--- src/rtl/alu_shift_sequencer.sv ---
// rtl/alu_shift_sequencer.sv - multi-pass sequencer driving a one-bit-per-pass ALU
module alu_shift_sequencer #(
    parameter int DATA_W  = 32,
    parameter int SHAMT_W = 5,
    parameter int OP_W    = 5
) (
    input  logic              clock,
    input  logic              clear,
    input  logic              start,
    input  logic [OP_W-1:0]   op,
    input  logic [DATA_W-1:0] a,
    input  logic [DATA_W-1:0] b,
    output logic [DATA_W-1:0] alu_a,
    output logic [DATA_W-1:0] alu_b,
    output logic [OP_W-1:0]   alu_op,
    input  logic [DATA_W-1:0] alu_c,
    output logic [DATA_W-1:0] result,
    output logic              done,
    output logic              busy
);

    typedef enum logic [1:0] {
        IDLE = 2'd0,
        ITER = 2'd1,
        DONE = 2'd2
    } state_t;

    // Shift and rotate ops occupy the contiguous code range shr..shra.
    localparam logic [OP_W-1:0]    OP_FIRST_SHIFT = OP_W'(5);
    localparam logic [OP_W-1:0]    OP_LAST_SHIFT  = OP_W'(9);
    localparam logic [SHAMT_W-1:0] ONE_PASS       = SHAMT_W'(1);
    localparam logic [SHAMT_W-1:0] ZERO_PASS      = '0;

    state_t              state;
    logic [DATA_W-1:0]   a_reg;
    logic [DATA_W-1:0]   b_reg;
    logic [OP_W-1:0]     op_reg;
    logic [SHAMT_W-1:0]  count;
    logic                is_shift;
    logic [SHAMT_W-1:0]  shamt;

    // The ALU only ever sees registered operands and op.
    assign alu_a  = a_reg;
    assign alu_b  = b_reg;
    assign alu_op = op_reg;

    // Decode of the incoming request: does it iterate, and by how much.
    always_comb begin
        is_shift = (op >= OP_FIRST_SHIFT) && (op <= OP_LAST_SHIFT);
        shamt    = b[SHAMT_W-1:0];
    end

    // Sequencer FSM with registered done/busy; clear abandons any in-flight op.
    always_ff @(posedge clock) begin
        if (clear) begin
            state  <= IDLE;
            a_reg  <= '0;
            b_reg  <= '0;
            op_reg <= '0;
            count  <= '0;
            result <= '0;
            done   <= 1'b0;
            busy   <= 1'b0;
        end else begin
            case (state)
                IDLE: begin
                    done <= 1'b0;
                    if (start) begin
                        a_reg  <= a;
                        b_reg  <= b;
                        op_reg <= op;
                        busy   <= 1'b1;
                        if (is_shift) begin
                            count <= shamt;
                            if (shamt == ZERO_PASS) begin
                                // Shift by zero never touches the ALU.
                                result <= a;
                                state  <= DONE;
                                done   <= 1'b1;
                            end else begin
                                state <= ITER;
                            end
                        end else begin
                            // Logic/arith and undefined ops are a single pass.
                            count <= ONE_PASS;
                            state <= ITER;
                        end
                    end
                end
                ITER: begin
                    a_reg <= alu_c;
                    count <= count - ONE_PASS;
                    if (count == ONE_PASS) begin
                        result <= alu_c;
                        state  <= DONE;
                        done   <= 1'b1;
                    end
                end
                DONE: begin
                    state <= IDLE;
                    done  <= 1'b0;
                    busy  <= 1'b0;
                end
                default: begin
                    state <= IDLE;
                    done  <= 1'b0;
                    busy  <= 1'b0;
                end
            endcase
        end
    end

endmodule

--- config.mk ---
export PLATFORM = sky130hd
export DESIGN_NAME = alu_shift_sequencer
export DESIGN_NICKNAME = d
export VERILOG_FILES = /design/src/rtl/alu_shift_sequencer.sv
export SDC_FILE = /design/constraint.sdc
export NUM_CORES = 1
export LEC_CHECK = 0
export CORE_UTILIZATION = 30
export DETAILED_ROUTE_END_ITERATION = 12
export GPL_TIMING_DRIVEN = 0
export HOLD_SLACK_MARGIN = 0.02
export PLACE_DENSITY_LB_ADDON = 0.05
export SLEW_MARGIN = 0
export SYNTH_ARGS = -nofsm -noshare
export SYNTH_HDL_FRONTEND = slang
export SYNTH_SLANG_ARGS = --single-unit
--- constraint.sdc ---
create_clock -name clock -period 5.8 [get_ports clock]
set_input_delay 0.87 -clock clock [delete_from_list [all_inputs] [get_ports clock]]
set_output_delay 0.87 -clock clock [all_outputs]
set_load 0.01 [all_outputs]
==> impl_metrics.ini <==
[flow_run]
cap_violations = 0

[routing]
wl_mm = 15.8
drtIter0Drc = 216
ant_nets = 0
num_vias = 4756
via_per_inst = 4.74
wl_per_cell_um = 15.8
drt_pass1_iterations = 4
drcViolationCount = 0

[pwr]
p_int_uw = 1430
cellLeakagePower_uw = 0.00282
pwr-share-comb_pct = 22.9
p_switching_uw = 558
power.density_nw_per_um2 = 268
clockPowerShare_pct = 34.3
vdd_drop_max_v = 0.000137
seqPwrFrac_pct = 42.7
p_sw_share_pct = 28.1

[synth]
syn-instance-count = 572
ys_warn_count = 0
syn_avg_cell_area_um2 = 8.37
synth_edf_count = 0
netlist_area_um2 = 4790
synth.net_count = 678
ys_ff_latch = 110
yosysSeqAreaShare_pct = 46.0
synth.distinct_cells = 35
synth-main-ff-cell = dfxtp_1
synthArstFlopShare_pct = 0

[setup_path]
ff2ff_setup_slack_ps = 3700
cp_slowest_cell = clkbuf_1
arrival_ps = 2840
crit_fanout = 10
worstPathRequired_ps = 6060
cp-start-kind = input port
setup.worst_path.end_class = register
max_stage_delay_ps = 450
criticalPathCategory = input port to register
cpMostUsedCell = clkbuf_1
path_cells = clkdlybuf4s50_1 -> or3b_1 -> buf_2 -> clkbuf_1 -> clkbuf_1 -> a31oi_1 -> o21ba_2

[placement]
placed_cells = 988
dp_hpwl_mm = 11.7
dpl_worst_slack_ps = 2800
place.port_buffers = 205
gp_congestion = 0.814

[hold_path]
hp-class = register to register

[layout]
area_growth_pct = 55.1
seq_area_um2 = 2200
fill_cells = 1518
final_nets = 894
n_antenna_cell = 0
multi_input_area_um2 = 2370
drive_above_1_share_pct = 7.06
instances_no_fill = 1004

[floorplanning]
die_area_um2 = 16500
die_h_um = 128
pin_count = 207
core_um2 = 15400
start_util_pct = 31.1
row_count = 45
fp.dieW_um = 128

[cts]
cts_buffer_depth = 2
ctsHtreeMaxLevel = 3
cts_tree = yes
hold_buffers = 0
ctsResizeCount = 0
cts-root-buf = clkbuf_16
post_cts.repair.setup_buffers = 0
cts_buffers = 9
clkLatencyLatePin_ps = 360
cts.clk_slew.worst_paths_ps = 70
clock-sinks = 110

[sta]
finalHoldViolCount = 0
rsz0062_at_grt = false
fin_crit_sh_pct = 44.6
setup_tns_ps = 0
max_freq_ghz = 0.387
slew_viol_final = 0
skew_ps = 5.73
setup_viol = 0
hold_ws_ps = 458
fin_crit_ps = 2590
fin_ws_ps = 3210
relSlewSlack_pct = 58.1
tightest_slew_ps = 629

[global_routing]
antenna_found_initial = 0
grtUsageTotal_pct = 19.8
grt.overflow.total = 0
grt_first_pass_wirelength_mm = 25.3
grt_max_degree = 19
grt_pass1_vias = 4816

[outcome]
status = completed
## logic make-up after synthesis
logic type	after synthesis	share of synthesized area, %
adder cells (fa/ha/maj)	2	0.523
AO/OA/AOI/OAI	88	12.8
AND/OR/NAND/NOR	290	26.6
buffers and inverters	50	4.42
flip-flops	110	46.0
multiplexers	32	9.72
## cells in the final DEF, fill, tap and decap left out, types with 2 or more instances in the layout
cell	synthesis	routed
inv_6	0	2
nor3_1	33	33
a21oi_1	42	42
a2111oi_0	2	2
bufinv_16	0	2
a311oi_1	33	33
dfxtp_1	110	110
ha_1	2	2
mux2_4	28	28
clkbuf_1	40	40
nand2_1	141	141
clkdlybuf4s50_1	0	205
clkbuf_16	0	9
buf_6	3	3
buf_1	3	3
clkinv_2	0	2
nor2b_1	33	33
nor2_1	69	69
nand2b_1	3	3
inv_1	3	3
nor4_1	2	2
mux2_2	4	4
a31oi_1	4	4
## metal layers
metal / vias up / global-route usage, % / share of wire (%)
met5: - / 0 / 0
met4: 0 / 4.43 / 0.92
met3: 13 / 7.64 / 9.8
met2: 175 / 31.7 / 45
met1: 2201 / 25.3 / 44
li1: 2367 / - / -
## final timing paths
check	startpoint	end	depth (start not counted)
max	start	state[0]	7
max reg2reg	state[1]	result[14]	6
min	alu_b[28]	alu_b[28]	2
min reg2reg	alu_b[28]	alu_b[28]	2
## critical path, delay by kind of cell
family          cells  cell delay, ps
buf+inv             4            1480
compound gates      2             320
simple gates        1             160
## registers in the layout (all words and copies together) (netlist names)
name / count
state: 2
alu_op: 5
done: 1
alu_b: 32
alu_a: 32
result: 32
count: 5
busy: 1
## cells in the mapped netlist, drive strengths merged (2+ instances only)
library cell | number | area (µm²)
a2111oi | 2 | 17.5
a21oi | 42 | 210
a311oi | 33 | 289
a31oi | 5 | 46.3
buf | 7 | 50.0
clkbuf | 40 | 150
dfxtp | 110 | 2200
ha | 2 | 25.0
inv | 3 | 11.3
mux2 | 32 | 465
nand2 | 141 | 529
nand2b | 3 | 18.8
nor2 | 69 | 259
nor2b | 33 | 206
nor3 | 34 | 181
nor4 | 2 | 12.5
## final cells by class
cell class | count | area share [%]
clock inverter | 7 | 1.30
clock buffer | 9 | 3.03
inverter | 3 | 0.152
sequential | 110 | 29.7
multi-input combinational | 412 | 32.0
timing repair buffer | 205 | 27.6
tap | 211 | 3.56
buffer | 47 | 2.70
## through the flow
stage          power, µW  cell area [µm²]  util (%)
2_1_floorplan       1070             4790         -
3_3_place_gp        1320             7100      46.2
3_5_place_dp        1330             7100      46.2
4_1_cts             2020             7420      48.3
5_1_grt             2090             7420      48.3
6_report            1990             7420      48.3
## power by group through the flow
stage / clock network, µW / logic (µW) / registers, µW
finish: 682 / 456 / 849
global route: 732 / 502 / 857
CTS: 704 / 462 / 850
detailed placement: 0 / 460 / 866
global placement: 0 / 457 / 864
floorplan: 0 / 186 / 887
Power figures use the tool's default switching activity.
